--- src/rtl/mem_ctrl_pkg.sv ---
// Shared definitions for the memory-stage sequencer: FSM states, funct3 access
// codes, the ResultSrc load encoding and the misalignment predicate.
package mem_ctrl_pkg;

    typedef enum logic [1:0] {
        IDLE = 2'd0,
        WAIT = 2'd1,
        ERR  = 2'd2
    } state_t;

    localparam logic [2:0] F3_B  = 3'b000;
    localparam logic [2:0] F3_H  = 3'b001;
    localparam logic [2:0] F3_W  = 3'b010;
    localparam logic [2:0] F3_BU = 3'b100;
    localparam logic [2:0] F3_HU = 3'b101;

    localparam logic [1:0] RESULT_SRC_MEM = 2'b01;

    // Halfwords must be 2-byte aligned, words 4-byte aligned.
    function automatic logic is_misaligned(input logic [2:0] f3, input logic [1:0] a);
        logic w_mis;
        w_mis = 1'b0;
        if (f3 == F3_H || f3 == F3_HU)
            w_mis = a[0];
        else if (f3 == F3_W)
            w_mis = (a != 2'b00);
        return w_mis;
    endfunction

endpackage

--- src/rtl/mem_lane_align.sv ---
// Combinational lane logic: byte enables, store-data replication and
// load-data extraction with sign/zero extension.
module mem_lane_align
    import mem_ctrl_pkg::*;
(
    input  logic [2:0]  i_funct3,
    input  logic [1:0]  i_addr_lo,
    input  logic [31:0] i_wdata,
    input  logic [31:0] i_rdata,
    output logic [3:0]  o_be,
    output logic [31:0] o_wdata,
    output logic [31:0] o_rdata
);

    logic [7:0]  w_byte;
    logic [15:0] w_half;

    always_comb begin
        case (i_funct3[1:0])
            2'b00:   o_be = 4'b0001 << i_addr_lo;
            2'b01:   o_be = 4'b0011 << i_addr_lo;
            default: o_be = 4'b1111;
        endcase
    end

    always_comb begin
        case (i_funct3[1:0])
            2'b00:   o_wdata = {4{i_wdata[7:0]}};
            2'b01:   o_wdata = {2{i_wdata[15:0]}};
            default: o_wdata = i_wdata;
        endcase
    end

    // A halfword at offset 3 only has its low lane inside the word.
    always_comb begin
        case (i_addr_lo)
            2'd0:    begin w_byte = i_rdata[7:0];   w_half = i_rdata[15:0];          end
            2'd1:    begin w_byte = i_rdata[15:8];  w_half = i_rdata[23:8];          end
            2'd2:    begin w_byte = i_rdata[23:16]; w_half = i_rdata[31:16];         end
            default: begin w_byte = i_rdata[31:24]; w_half = {8'h00, i_rdata[31:24]}; end
        endcase
    end

    always_comb begin
        case (i_funct3)
            F3_B:    o_rdata = {{24{w_byte[7]}}, w_byte};
            F3_BU:   o_rdata = {24'h000000, w_byte};
            F3_H:    o_rdata = {{16{w_half[15]}}, w_half};
            F3_HU:   o_rdata = {16'h0000, w_half};
            default: o_rdata = i_rdata;
        endcase
    end

endmodule

--- src/rtl/mem_stage_ctrl.sv ---
// MEM-stage sequencer: req/ack data-memory access with stall, timeout-to-ERR
// and a saturating stall counter. Optional trap: MEM_MISALIGN_TRAP_EN.
module mem_stage_ctrl
    import mem_ctrl_pkg::*;
#(
    parameter int unsigned DATA_WIDTH     = 32,
    parameter int unsigned TIMEOUT_CYCLES = 16
) (
    input  logic                  clk,
    input  logic                  rst,
    input  logic                  MemWriteM,
    input  logic [1:0]            ResultSrcM,
    input  logic [2:0]            funct3M,
    input  logic [DATA_WIDTH-1:0] ALUResultM,
    input  logic [DATA_WIDTH-1:0] WriteDataM,
    output logic                  mem_req,
    output logic                  mem_we,
    output logic [DATA_WIDTH-1:0] mem_addr,
    output logic [3:0]            mem_be,
    output logic [DATA_WIDTH-1:0] mem_wdata,
    input  logic                  mem_ack,
    input  logic [DATA_WIDTH-1:0] mem_rdata,
    output logic [DATA_WIDTH-1:0] ReadDataM,
    output logic                  StallM,
    output logic                  KillW,
    input  logic                  err_clr,
    output logic                  bus_err,
`ifdef MEM_MISALIGN_TRAP_EN
    output logic                  misalign_err,
`endif
    output logic [31:0]           stall_cycles
);

    localparam logic [7:0] LP_TIMEOUT = 8'(TIMEOUT_CYCLES);

    state_t      r_state;
    logic [7:0]  r_count;
    logic [31:0] r_stall_cycles;

    logic        w_memop;
    logic        w_is_load;
    logic        w_misalign;
    logic        w_req;
    logic        w_ack;
    logic [31:0] w_load;

    assign w_memop   = MemWriteM | (ResultSrcM == RESULT_SRC_MEM);
    assign w_is_load = ~MemWriteM & (ResultSrcM == RESULT_SRC_MEM);

`ifdef MEM_MISALIGN_TRAP_EN
    logic r_misalign_err;
    assign w_misalign   = (r_state == IDLE) & w_memop & is_misaligned(funct3M, ALUResultM[1:0]);
    assign misalign_err = r_misalign_err;

    always_ff @(posedge clk) begin
        if (!rst)
            r_misalign_err <= 1'b0;
        else if (err_clr)
            r_misalign_err <= 1'b0;
        else if (w_misalign)
            r_misalign_err <= 1'b1;
    end
`else
    assign w_misalign = 1'b0;
`endif

    // Acks are only meaningful while a request is on the bus.
    assign w_req = (r_state == WAIT) | ((r_state == IDLE) & w_memop & ~w_misalign);
    assign w_ack = mem_ack & w_req;

    mem_lane_align u_align (
        .i_funct3  (funct3M),
        .i_addr_lo (ALUResultM[1:0]),
        .i_wdata   (WriteDataM),
        .i_rdata   (mem_rdata),
        .o_be      (mem_be),
        .o_wdata   (mem_wdata),
        .o_rdata   (w_load)
    );

    assign mem_req      = w_req;
    assign mem_we       = w_req & MemWriteM;
    assign mem_addr     = {ALUResultM[31:2], 2'b00};
    assign ReadDataM    = (w_is_load & w_ack) ? w_load : '0;
    assign StallM       = w_memop & ~w_ack & (r_state != ERR) & ~w_misalign;
    assign KillW        = w_memop & ((r_state == ERR) | w_misalign);
    assign bus_err      = (r_state == ERR);
    assign stall_cycles = r_stall_cycles;

    always_ff @(posedge clk) begin
        if (!rst) begin
            r_state <= IDLE;
            r_count <= '0;
        end else begin
            case (r_state)
                IDLE: begin
                    if (w_req && !w_ack) begin
                        r_state <= WAIT;
                        r_count <= 8'd1;
                    end
                end
                WAIT: begin
                    if (w_ack) begin
                        r_state <= IDLE;
                        r_count <= '0;
                    end else if (r_count == LP_TIMEOUT) begin
                        r_state <= ERR;
                        r_count <= '0;
                    end else begin
                        r_count <= r_count + 8'd1;
                    end
                end
                ERR: begin
                    if (err_clr)
                        r_state <= IDLE;
                end
                default: begin
                    r_state <= IDLE;
                    r_count <= '0;
                end
            endcase
        end
    end

    always_ff @(posedge clk) begin
        if (!rst)
            r_stall_cycles <= '0;
        else if (StallM && (r_stall_cycles != '1))
            r_stall_cycles <= r_stall_cycles + 32'd1;
    end

endmodule
--- config.mk ---
export PLATFORM = sky130hd
export DESIGN_NAME = mem_stage_ctrl
export DESIGN_NICKNAME = d
export VERILOG_FILES = /design/src/rtl/mem_ctrl_pkg.sv /design/src/rtl/mem_lane_align.sv /design/src/rtl/mem_stage_ctrl.sv
export SDC_FILE = /design/constraint.sdc
export NUM_CORES = 1
export LEC_CHECK = 0
export CAP_MARGIN = 20
export CORE_MARGIN = 4
export CORE_UTILIZATION = 35
export CTS_BUF_LIST = sky130_fd_sc_hd__clkbuf_8 sky130_fd_sc_hd__clkbuf_16
export CTS_CLUSTER_SIZE = 30
export DETAILED_ROUTE_END_ITERATION = 8
export DONT_BUFFER_PORTS = 1
export GPL_TIMING_DRIVEN = 0
export HOLD_SLACK_MARGIN = 0.05
export PLACE_DENSITY = 0.61
export REMOVE_ABC_BUFFERS = 1
export SLEW_MARGIN = 40
export SYNTH_ARGS = -nofsm -noshare
export SYNTH_HDL_FRONTEND = slang
export SYNTH_SLANG_ARGS = --single-unit
--- constraint.sdc ---
create_clock -name clk -period 2 [get_ports clk]
set_input_delay 0 -clock clk [delete_from_list [all_inputs] [get_ports clk]]
set_output_delay 0 -clock clk [all_outputs]
set_load 0.01 [all_outputs]
# Word level (Yosys, flattened, before mapping)
# Index checks and enable logic that the tools add are counted.
# word_totals
register_bits	42
out_inout_bits	137
# op_classes
add_sub_neg	2
n_eq_ne	15
shift	2
muxes	15
bitwise_logic	13
n_reduce_logical	9
# op_table
cell	count
32-bit one-hot mux with 4 select lines	1
32-bit one-hot mux with 2 select lines	1
16-bit one-hot mux with 3 select lines	1
8-bit one-hot mux with 3 select lines	2
32-bit by 1-bit adder with 32-bit output (second input constant)	1
32-bit 2-to-1 mux	1
32-bit inequality test (second input constant)	1
8-bit 2-to-1 mux	3
8-bit by 1-bit adder with 8-bit output (second input constant)	1
1-bit AND	8
2-bit by 1-bit equality test with 1-bit output (second input constant)	4
8-bit by 5-bit equality test with 1-bit output (second input constant)	1
2-bit 2-to-1 mux	4
4-bit one-hot mux with 2 select lines	1
3-bit equality test (second input constant)	2
2-bit zero test	3
2-bit one-hot mux with 3 select lines	1
2-bit equality test (second input constant)	2
2-bit inequality test (second input constant)	2
1-bit by 2-bit << shifter with 4-bit output (first input constant)	1
2-bit by 2-bit << shifter with 4-bit output (first input constant)	1
3-bit by 1-bit equality test with 1-bit output (second input constant)	1
3-bit zero test	1
3-bit by 2-bit inequality test with 1-bit output (second input constant)	1
other kinds (7)	11

# Depth between registers and ports, before layout
# Gate-level depths: netlist of the first run.
# logic_depth
word_depth	9
depth_mapped	9
ltp_nobuf	6

# By module
# A second synthesis of the first run with hierarchy kept.
# unflattened
cells_unflattened	540
hier_area_um2	3985.1
# by_module_without_submodules
module	n_inst	cells_per_inst	area_per_inst_um2	seq_area_each_um2
mem_stage_ctrl	1	323	2610.0	840.8
mem_lane_align	1	217	1375.1	0.0

# Worst setup path before layout of the first run
# OpenSTA, ideal clock, no wires.
# synth_path
kind	flip-flop to flip-flop
startpoint	register r_stall_cycles[0], in the netlist stall_cycles[0]
endpoint	register r_stall_cycles[28], in the netlist stall_cycles[28]
t_arrival_ns	2.037
slack_ns	-0.107
stages_incl_launch_ff	8
n_path_buf	1
cell_sequence	dfxtp_1 -> ha_1 -> and3_1 -> nand3_1 -> or3_1 -> buf_2 -> or3_1 -> a21oi_1
# synth_between
elab_chain_len	2
# synth_rtl
element	line	text
start: declaration	mem_stage_ctrl.sv:38	logic [31:0] r_stall_cycles;
start signal: assignment	mem_stage_ctrl.sv:129	r_stall_cycles <= r_stall_cycles + 32'd1;
parallel branches: the longest is 2 deep, another holds 32-bit by 1-bit adder with 32-bit output	--	
# Several ways; the timed one is not identified.
# A chain may end at the register's enable or synchronous reset.

# Worst setup path in the final report of the first run
# layout_path
startpoint	register r_stall_cycles[22], in the netlist stall_cycles[22]
endpoint	register r_stall_cycles[1], in the netlist stall_cycles[1]
# layout_between
elab_chain_len	2
# layout_rtl
element	line	text
32-bit inequality test	mem_stage_ctrl.sv:128	else if (StallM && (r_stall_cycles != '1))
1-bit logical AND	mem_stage_ctrl.sv:128	
# Every way passes these cells.

==> results.ini, run 1 <==
[worst_setup_path]
setup.worst_path.end_class = flop
worstSetupStartpoint = stall_cycles[22]$_SDFFE_PN0P_
critical_path_peak_fanout = 6
crit_required_ps = 2180
start_kind = flop
r2r_start = stall_cycles[22]$_SDFFE_PN0P_
worstSetupPathType = flop to flop
worstPathArrival_ps = 2140

[placement]
last_weighted_congestion_value_of_the_routability_driven_placer = 0.717
placed_cells = 565
place.port_buffers = 0
hpwlAfterDp_um = 8570

[sta]
finalCriticalPeriod_ps = 1950
finalSetupViolCount = 0
fin_crit_sh = 0.976
finClkSkew_ps = 6.30
hold_violations = 0
slew_headroom = 0.401
max_freq_ghz = 0.512
maxSlewViolCount = 0
pin_slew_with_the_least_headroom_to_its_limit_ps = 899
grt_setup_unrepaired = true
setup-tns-final_ps = 0

[clocking]
worstSkewPairLatency_ps = 290
tritoncts = built
max-clock-path-buffers = 2
clock-sinks = 42
htreeDepth = 2
cts_inserted_buffers = 5
clk_pin_slew_ps = 80
cts_root_buf = clkbuf_8

[floorplan]
initial_utilization = 0.356
die_area_sq_um = 12100
die-height_um = 110
core_area_sq_um = 10200
rows = 37
ioPinCount = 243
die_width_um = 110

[routing]
route.antenna.remaining_nets = 0
total_met3_wirelength_after_detailed_routing_um = 1240
total_number_of_vias = 3736
met2RoutedLength_um = 6100
post_drt_wl_per_cell_um = 19.8
drc_errors = 0
top_layer = met4
detail_route.wirelength.met1_um = 4870
drt-vias-per-instance = 5.97
routed_wl_um = 12400
dr_pass1_iterations = 5
drt_iter0_markers = 398

[yosys]
synth-seq-area-share = 0.231
post_synth_inst_count = 497
synth.avg_cell_area_sq_um = 7.34
ys_dominant_reg_cell = dfxtp_1
post_synth_instance_area_sq_um = 3650
synth_area_leaders = dfxtp_1 23%, buf_4 8.4%, nand2_1 6.9%
yosys.area.top_type_share = 0.231
yosys_warnings = 0
register_bit_count_reported_by_yosys = 42
synth_top_cell_by_area = dfxtp_1
async_flop_share = 0
synth.lib_cells_used.distinct = 55
synth_enable_flop_cells = 0

[outcome]
run_status = completed

[power_and_ir_drop]
portion_of_total_power_attributed_to_combinational_logic = 0.221
netSwitchingFraction = 0.298
power.switching_uw = 540
pwr-share-clk = 0.313
power.sequential.fraction = 0.466
ratio_of_total_power_to_cell_area_nw_per_um2 = 430
static-leakage-power_nw = 1.45
intPower_mw = 1.28
vdd_drop_max_v = 0.000344

[worst_hold_path]
worst_hold_path_type = input port to output pin
hold_path_start = funct3M[1]

[global_route]
antenna_found_initial = 0
wire_length_of_the_first_global_routing_pass_um = 17000
grt-ovfl-total = 0
grtUsageTotal = 0.175
grt_start_max_net_pins = 54
via_count_of_the_first_global_routing_pass = 3310

[cells_and_area]
area.growth.synth_to_final_pct = 15.7
num_antenna_cells = 0
utilization = 0.412
post_route_cells_drive_above_1_share = 0.208
num-nets-final = 598
final_cells = 626

[job]
max-cap-violations = 0

==> per-layer routing <==
metal | track usage | vias up
met4 | 0.0401 | 0
met2 | 0.309 | 184
met3 | 0.0408 | 12
li1 | - | 1751
met5 | 0 | -
met1 | 0.215 | 1789
==> placed cells by master, fill, tap and decap left out, types with 11 or more instances in the layout <==
| master | synthesis | final |
|---|---|---|
| a21oi_1 | 44 | 39 |
| a221oi_1 | 14 | 13 |
| dfxtp_2 | 0 | 18 |
| dfxtp_4 | 0 | 15 |
| dlygate4sd3_1 | 0 | 41 |
| inv_1 | 21 | 21 |
| mux2_2 | 16 | 16 |
| mux2i_1 | 23 | 23 |
| nand2_1 | 67 | 66 |
| nand4_1 | 11 | 11 |
| nor2_1 | 25 | 25 |
| o21ai_0 | 27 | 26 |
| or3_1 | 16 | 15 |
==> worst paths after layout <==
path / end / slack (ps) / cells after the start
max: stall_cycles[1]$_SDFFE_PN0P_ / 50 / 6
min: ReadDataM[12] / 90 / 1
max reg2reg: stall_cycles[1]$_SDFFE_PN0P_ / 50 / 6
min reg2reg: r_count[7]$_SDFFE_PN0P_ / 490 / 2
==> kinds of logic (layout without fill, tap and decap cells) <==
family                     Yosys count  count (layout)  share of synthesized area
adders and majority gates            3               3                     0.0103
buffers and inverters               90              81                      0.139
and+or+nand+nor                    178             179                      0.245
other                                1               2                    0.00103
xor gates and xnor gates             8               8                     0.0192
AOI/OAI and AO/OA                  136             136                      0.242
muxes                               39              39                      0.113
DFF                                 42              42                      0.231
==> power groups by stage <==
| stage | combinational, mW | sequential, mW | clock (mW) |
|---|---|---|---|
| after floorplan | 0.232 | 0.877 | 0 |
| after global placement | 0.276 | 0.881 | 0 |
| after detailed placement | 0.280 | 0.881 | 0 |
| after CTS | 0.385 | 0.863 | 0.587 |
| after global routing | 0.432 | 0.849 | 0.624 |
| final | 0.401 | 0.847 | 0.568 |
==> layout make-up <==
cell class | count | area (sq um)
Clock buffer | 6 | 82.6
Clock inverter | 2 | 8.76
Inverter | 21 | 78.8
Tap cell | 136 | 170
Timing Repair Buffer | 52 | 500
Multi-Input combinational cell | 367 | 2460
Sequential cell | 42 | 920
Fill cell | 1035 | 6010
==> synth_stat cells, types with 4 or more instances <==
master,count
buf_4,41
clkbuf_1,18
and3_1,4
xor2_1,5
o21ai_0,27
nand2_1,67
o22ai_1,7
a221oi_1,14
nor2_1,25
mux2i_1,23
nand3_1,12
dfxtp_1,42
nand4_1,11
inv_1,21
or3_1,16
mux2_2,16
nor2b_1,4
nor3_1,10
o21a_1,8
buf_2,6
o21ai_1,9
o2111ai_1,4
or4_1,8
a21oi_1,44
o31ai_1,8
nand2b_1,8
==> worst max-delay path, cell delays in order (launching register included) <==
cell	delay, ps
dfxtp_4	390
nand4_1	220
or4_4	550
o31a_1	400
buf_4	160
nand3_2	50
o21ai_1	60
==> flip-flops by register name, indices dropped and copies added, names as in the netlist <==
| register | flops |
|---|---|
| r_count | 8 |
| r_state | 2 |
| stall_cycles | 32 |
==> per-stage QoR <==
stage / total power, mW / worst slack, ps / area (sq um) / hold WS (ps)
2_1_floorplan: 1.11 / -201 / 3220 / 0
3_3_place_gp: 1.16 / -447 / 3390 / 0.0749
3_5_place_dp: 1.16 / -484 / 3400 / 0.0749
4_1_cts: 1.83 / 2.38 / 4050 / 83.3
5_1_grt: 1.91 / -51.5 / 4220 / 91.4
6_report: 1.82 / 47.1 / 4220 / 86.3
==> timing repair <==
action / in CTS / in global routing
gates cloned: 1 / 0
hold buffers: 41 / 0
endpoints found under the setup margin: 49 / 46
pin swaps: 7 / 13
gates resized for setup: 36 / 48
buffers inserted: 5 / 6
endpoints found under the hold margin: 52 / 0
Note: power is estimated with default switching activity, not from simulation.
==> run 2: changes to the inputs <==
--- a/config.mk
+++ b/config.mk
@@ -6,6 +6,7 @@
 export NUM_CORES = 1
 export LEC_CHECK = 0
 export CAP_MARGIN = 20
+export CORE_ASPECT_RATIO = 1.5
 export CORE_MARGIN = 4
 export CORE_UTILIZATION = 35
 export CTS_BUF_LIST = sky130_fd_sc_hd__clkbuf_8 sky130_fd_sc_hd__clkbuf_16
@@ -14,9 +15,8 @@
 export DONT_BUFFER_PORTS = 1
 export GPL_TIMING_DRIVEN = 0
 export HOLD_SLACK_MARGIN = 0.05
-export PLACE_DENSITY = 0.61
 export REMOVE_ABC_BUFFERS = 1
-export SLEW_MARGIN = 40
+export SLEW_MARGIN = 20
 export SYNTH_ARGS = -nofsm -noshare
 export SYNTH_HDL_FRONTEND = slang
 export SYNTH_SLANG_ARGS = --single-unit
==> run 2 against run 1 <==
Against the previous run:
- sequential share of layout area is 0.36 points lower
- die area rose by 0.28%
- combinational power increased by 2%
- setup slack lost 18 ps
- first-iteration DRC count fell by 56%
- register-to-register slack worse by 20 ps
- critical path depth increased by 1
- maximum frequency fell by 0.92%
- routed wire length is 11% higher
- clock-buffer cell count is the same
- utilization increased by 0.39 points
- hold slack gained 17 ps
- largest power group unchanged
==> results.ini, run 2 (synthesis results as in run 1) <==
[outcome]
run_status = completed  ; unchanged

[cells_and_area]
num-nets-final = 595  ; was 598
final_cells = 605  ; was 626
layout.cells.most_common_list = 66 x nand2_1, 43 x a21oi_1, 41 x dlygate4sd3_1, 27 x o21ai_0, 25 x nor2_1  ; was 66 x nand2_1, 41 x dlygate4sd3_1, 39 x a21oi_1, 26 x o21ai_0, 25 x nor2_1
mostFrequentLayoutCell = nand2_1  ; unchanged
layout.area.seq_sq_um = 905  ; was 920 sq um
layout.filler_cells = 1025  ; was 1,035
area_of_the_multi_input_gates_sq_um = 2450  ; was 2460 sq um
area.growth.synth_to_final_pct = 15.7  ; unchanged
max_reg_flops = 32  ; unchanged
post_route_cells_drive_above_1_share = 0.187  ; was 0.208

[sta]
finalCriticalPeriod_ps = 1970  ; was 1950 ps
slew_headroom = 0.291  ; was 0.401
maxSlewViolCount = 0  ; unchanged
pin_slew_with_the_least_headroom_to_its_limit_ps = 1060  ; was 899 ps
finClkSkew_ps = 5.31  ; was 6.30 ps
max_freq_ghz = 0.507  ; was 0.512 GHz
hold_violations = 0  ; unchanged
fin_crit_sh = 0.986  ; was 0.976
finalSetupViolCount = 0  ; unchanged
worst_slack_ps = 29.0  ; was 47.1 ps
setup-tns-final_ps = 0  ; unchanged
grt_setup_unrepaired = true  ; unchanged

[global_route]
grtUsageTotal = 0.216  ; was 0.175
grt-ovfl-total = 0  ; unchanged
via_count_of_the_first_global_routing_pass = 3779  ; was 3,310
wire_length_of_the_first_global_routing_pass_um = 21200  ; was 17,000 um
antenna_found_initial = 1  ; was 0
grt_start_max_net_pins = 54  ; unchanged

[floorplan]
core_area_sq_um = 10100  ; was 10,200 sq um
die-height_um = 133  ; was 110 um
initial_utilization = 0.360  ; was 0.356
rows = 45  ; was 37
die_width_um = 91.4  ; was 110 um
die_area_sq_um = 12200  ; was 12,100 sq um
ioPinCount = 243  ; unchanged

[routing]
drc_errors = 0  ; unchanged
dr_pass1_iterations = 4  ; was 5
drt_iter0_markers = 175  ; was 398
routed_wl_um = 13800  ; was 12,400 um
total_number_of_vias = 3807  ; was 3,736
route.antenna.remaining_nets = 0  ; unchanged
post_drt_wl_per_cell_um = 22.8  ; was 19.8 um
drt-vias-per-instance = 6.29  ; was 5.97

[placement]
last_weighted_congestion_value_of_the_routability_driven_placer = 0.859  ; was 0.717
place.port_buffers = 0  ; unchanged
detailedPlace.worstSlack_ps = -561  ; was -484 ps
hpwlAfterDp_um = 10100  ; was 8570 um
placed_cells = 546  ; was 565

[worst_setup_path]
worstPathArrival_ps = 2170  ; was 2140 ps
crit_required_ps = 2200  ; was 2180 ps
worstSetupPathType = flop to flop  ; unchanged
start_kind = flop  ; unchanged
critical_path_peak_fanout = 6  ; unchanged
setup.worst_path.end_class = flop  ; unchanged

[clocking]
cts_inserted_buffers = 5  ; unchanged
cts_root_buf = clkbuf_16  ; was clkbuf_8
tritoncts = built  ; unchanged
htreeDepth = 2  ; unchanged
clk_pin_slew_ps = 60  ; was 80 ps
worstSkewPairLatency_ps = 290  ; about the same
clock-sinks = 42  ; unchanged
max-clock-path-buffers = 2  ; unchanged

[power_and_ir_drop]
static-leakage-power_nw = 1.45  ; about the same
vdd_drop_max_v = 0.000658  ; was 0.000344 V
ratio_of_total_power_to_cell_area_nw_per_um2 = 497  ; was 430 nW/um^2

[job]
max-cap-violations = 0  ; unchanged

[worst_hold_path]
worst_hold_path_type = input port to output pin  ; unchanged

-- run 2: worst paths after layout --
check	slack, ps	to	depth (start not counted)	from
setup reg to reg	30	stall_cycles[20]$_SDFFE_PN0P_	7	stall_cycles[0]$_SDFFE_PN0P_
setup / recovery	30	stall_cycles[20]$_SDFFE_PN0P_	7	stall_cycles[0]$_SDFFE_PN0P_
hold reg to reg	490	r_count[7]$_SDFFE_PN0P_	2	r_count[7]$_SDFFE_PN0P_
hold / removal	100	ReadDataM[15]	1	funct3M[1]
-- run 2: layout make-up --
class	count	area share
multi-input combinational	367	0.580
inverter	21	0.0187
timing repair buffer	49	0.115
clock inverter	2	0.00297
tap	117	0.0347
antenna	1	0.000593
clock buffer	6	0.0329
sequential	42	0.214
-- run 2: routing by layer --
| layer | wire (um) | vias to the layer above | GRT usage |
|---|---|---|---|
| li1 | - | 1737 | - |
| met1 | 4810 | 1807 | 0.225 |
| met2 | 6620 | 225 | 0.361 |
| met3 | 1850 | 38 | 0.113 |
| met4 | 490 | 0 | 0.0906 |
| met5 | 0 | - | 0 |
-- run 2: power breakdown --
part,internal [mW],switching (mW)
combinational,0.170,0.240
clock,0.494,0.339
sequential,0.835,0.0201
total,1.50,0.599
-- run 2: per-stage QoR --
| stage | cell area (sq um) | utilization | hold WS (ps) | power (mW) |
|---|---|---|---|---|
| 6_report | 4220 | 0.416 | 104 | 2.10 |
| 5_1_grt | 4220 | 0.416 | 100 | 2.18 |
| 4_1_cts | 4110 | 0.405 | 95.6 | 2.12 |
| 3_5_place_dp | 3370 | 0.332 | 0.0749 | 1.18 |
| 3_3_place_gp | 3370 | 0.332 | 0.0749 | 1.17 |
| 2_1_floorplan | 3220 | - | 0 | 1.11 |
-- run 2: worst max-delay path, cell delays in order (launching register included) --
cell	delay, ps
dfxtp_4	410
ha_4	160
and3_4	210
nand3_4	100
or3_4	450
buf_6	130
or3_1	290
a21oi_1	120
-- run 2: what timing repair did --
item / in CTS / in global routing
endpoints found under the setup margin: 50 / 44
gates resized for setup: 45 / 26
gates cloned: 1 / 0
endpoints found under the hold margin: 51 / 0
setup buffers: 4 / 4
hold buffers: 41 / 0
pin swaps: 9 / 7
==> run 3: changes to the inputs <==
--- a/config.mk
+++ b/config.mk
@@ -16,6 +16,7 @@
 export GPL_TIMING_DRIVEN = 0
 export HOLD_SLACK_MARGIN = 0.05
 export REMOVE_ABC_BUFFERS = 1
+export SETUP_SLACK_MARGIN = 0.2
 export SLEW_MARGIN = 20
 export SYNTH_ARGS = -nofsm -noshare
 export SYNTH_HDL_FRONTEND = slang
==> constraint.sdc (replaced) <==
create_clock -name clk -period 1.7 [get_ports clk]
set_input_delay 0 -clock clk [delete_from_list [all_inputs] [get_ports clk]]
set_output_delay 0 -clock clk [all_outputs]
set_load 0.01 [all_outputs]
==> run 3 against run 2 <==
Against the previous run:
- critical endpoint is now stall_cycles[17]$_SDFFE_PN0P_
- the flow now finishes with violations (negative setup slack)
- clock power up 17%
- hold slack worse by 43 ps
- first-iteration DRC count down 11%
- register-to-register slack worse by 320 ps
==> results.ini, run 3 (synthesis results as in run 1) <==
[outcome]
run_status = finished, violations left  ; was completed
violations = negative setup slack

[floorplan]
die_area_sq_um = 12200  ; unchanged
initial_utilization = 0.360  ; unchanged
rows = 45  ; unchanged
die_width_um = 91.4  ; unchanged
die-height_um = 133  ; unchanged
ioPinCount = 243  ; unchanged
core_area_sq_um = 10100  ; unchanged

[worst_setup_path]
slowest_stage = or4_4  ; was or3_4
critical_path.reg2reg.endpoint = stall_cycles[17]$_SDFFE_PN0P_  ; was stall_cycles[20]$_SDFFE_PN0P_
critical_path_buf_inv_count = 1  ; unchanged
start_kind = flop  ; unchanged
critical_path_peak_fanout = 7  ; was 6
worst_path_largest_cell_delay_ps = 640  ; was 450 ps
worstPathArrival_ps = 2140  ; was 2170 ps
crit_required_ps = 1840  ; was 2200 ps
worstSetupPathType = flop to flop  ; unchanged
setup.worst_path.end_class = flop  ; unchanged
critical_path.top_delay_family = simple AND/OR/NAND/NOR gates  ; unchanged
critical_path.cell_chain = nand4_4 > or4_4 > o2111ai_4 > clkbuf_16 > xnor2_2 > nor2_1  ; was ha_4 > and3_4 > nand3_4 > or3_4 > buf_6 > or3_1 > a21oi_1
r2r_start = stall_cycles[20]$_SDFFE_PN0P_  ; was stall_cycles[0]$_SDFFE_PN0P_
reg2reg_path_depth = 6  ; was 7
setup.reg_to_reg.worst_slack_ps = -300  ; was 30 ps

[sta]
maxSlewViolCount = 0  ; unchanged
fin_crit_sh = 1.17  ; was 0.986
setup-tns-final_ps = -6500  ; was 0 ps
max_freq_ghz = 0.501  ; was 0.507 GHz
finClkSkew_ps = 5.51  ; was 5.31 ps
finalCriticalPeriod_ps = 2000  ; was 1970 ps
worst_slack_ps = -295  ; was 29.0 ps
slew_headroom = 0.327  ; was 0.291
grt_setup_unrepaired = true  ; unchanged
finalSetupViolCount = 39  ; was 0
hold_violations = 0  ; unchanged
pin_slew_with_the_least_headroom_to_its_limit_ps = 1010  ; was 1060 ps

[global_route]
grtUsageTotal = 0.233  ; was 0.216
wire_length_of_the_first_global_routing_pass_um = 22600  ; was 21,200 um
via_count_of_the_first_global_routing_pass = 3941  ; was 3,779
grt_start_max_net_pins = 54  ; unchanged
grt-ovfl-total = 0  ; unchanged
antenna_found_initial = 1  ; unchanged

[routing]
routed_wl_um = 15200  ; was 13,800 um
total_number_of_vias = 3969  ; was 3,807
drt-vias-per-instance = 6.27  ; was 6.29
dr_pass1_iterations = 4  ; unchanged
route.antenna.remaining_nets = 0  ; unchanged
post_drt_wl_per_cell_um = 24.0  ; was 22.8 um
drc_errors = 0  ; unchanged
drt_iter0_markers = 156  ; was 175

[cells_and_area]
final_cells = 633  ; was 605
post_route_cells_drive_above_1_share = 0.348  ; was 0.187
mostFrequentLayoutCell = nand2_1  ; unchanged
area.growth.synth_to_final_pct = 39.2  ; was 15.7%
layout.filler_cells = 898  ; was 1,025
max_reg_flops = 32  ; unchanged
layout.cells.most_common_list = 65 x nand2_1, 40 x dlygate4sd3_1, 26 x o21ai_0, 23 x mux2i_1, 23 x a21oi_1  ; was 66 x nand2_1, 43 x a21oi_1, 41 x dlygate4sd3_1, 27 x o21ai_0, 25 x nor2_1
num-nets-final = 623  ; was 595

[clocking]
clock-sinks = 42  ; unchanged
tritoncts = built  ; unchanged
clk_pin_slew_ps = 60  ; about the same
htreeDepth = 2  ; unchanged
cts_root_buf = clkbuf_16  ; unchanged
max-clock-path-buffers = 2  ; unchanged
worstSkewPairLatency_ps = 290  ; about the same
cts_inserted_buffers = 5  ; unchanged

[worst_hold_path]
hold_path_start = funct3M[1]  ; unchanged
worst_hold_path_type = input port to output pin  ; unchanged
worstHoldEndpoint = ReadDataM[11]  ; was ReadDataM[15]
hold_depth = 1  ; unchanged

[job]
max-cap-violations = 0  ; unchanged

[power_and_ir_drop]
vdd_drop_max_v = 0.000774  ; was 0.000658 V
ratio_of_total_power_to_cell_area_nw_per_um2 = 512  ; was 497 nW/um^2
static-leakage-power_nw = 1.70  ; was 1.45 nW

[placement]
last_weighted_congestion_value_of_the_routability_driven_placer = 0.859  ; unchanged
place.port_buffers = 0  ; unchanged
placed_cells = 546  ; unchanged
hpwlAfterDp_um = 10100  ; unchanged
detailedPlace.worstSlack_ps = -861  ; was -561 ps

-- run 3: cell count changes in the layout (fill, tap and decap cells not counted), moves of 9 or more --
cell     previous run  this run
a21oi_1            43        23
a21oi_4             0        19
buf_4               6        21
buf_6               1        10
dfxtp_4            10        19
-- run 3: per-layer routing --
layer | track usage | vias to the layer above | routed length, um
met5 | 0 | - | 0
met4 | 0.118 | 0 | 748
met3 | 0.0995 | 48 | 1680
met2 | 0.391 | 202 | 7330
met1 | 0.247 | 1917 | 5420
li1 | - | 1802 | -
-- run 3: stage by stage --
stage          power (mW)  area (sq um)  hold WS [ps]   util
6_report             2.60          5080          60.3  0.501
5_1_grt              2.70          5080          60.2  0.501
4_1_cts              2.59          4750          52.6  0.469
3_5_place_dp         1.38          3370        0.0749  0.332
3_3_place_gp         1.38          3370        0.0749  0.332
2_1_floorplan        1.30          3220             0      -
-- run 3: power breakdown --
| group | leakage (nW) | switching (mW) | internal (mW) | total, mW |
|---|---|---|---|---|
| clock | 0.0729 | 0.397 | 0.581 | 0.978 |
| sequential | 0.362 | 0.0220 | 0.972 | 0.994 |
| combinational | 1.27 | 0.378 | 0.250 | 0.628 |
-- run 3: cell type report --
class / instances / area (sq um) / area share
multi-input cells: 371 / 3050 / 0.601
clock buffers: 6 / 139 / 0.0273
well taps: 117 / 146 / 0.0288
repair buffers: 73 / 716 / 0.141
flip-flops and latches: 42 / 932 / 0.184
inverters: 21 / 78.8 / 0.0155
clock inverters: 2 / 12.5 / 0.00246
diodes: 1 / 2.50 / 0.000493
-- run 3: worst register-to-register path: cells and delay by family, from the launching register on --
family | cells | cell delay, ps
AND/OR/NAND/NOR | 3 | 800
flip-flops | 1 | 400
AO/OA/AOI/OAI | 1 | 320
buffers and inverters | 1 | 220
XOR/XNOR | 1 | 100
-- run 3: worst max path at each step --
stage,startpoint,depth (start not counted),to
after floorplan,stall_cycles[0]$_SDFFE_PN0P_,6,stall_cycles[24]$_SDFFE_PN0P_
after global placement,stall_cycles[0]$_SDFFE_PN0P_,6,stall_cycles[24]$_SDFFE_PN0P_
after detailed placement,stall_cycles[0]$_SDFFE_PN0P_,6,stall_cycles[24]$_SDFFE_PN0P_
after CTS,stall_cycles[1]$_SDFFE_PN0P_,7,stall_cycles[20]$_SDFFE_PN0P_
after global routing,stall_cycles[20]$_SDFFE_PN0P_,6,stall_cycles[17]$_SDFFE_PN0P_
final,stall_cycles[20]$_SDFFE_PN0P_,6,stall_cycles[17]$_SDFFE_PN0P_
-- run 3: repair_timing --
action	in CTS	in global routing
hold buffers	40	0
setup buffers	18	14
endpoints found under the setup margin	73	73
gates resized for setup	147	48
pin swaps	29	25
hold endpoints to repair	52	0
cloned	5	1
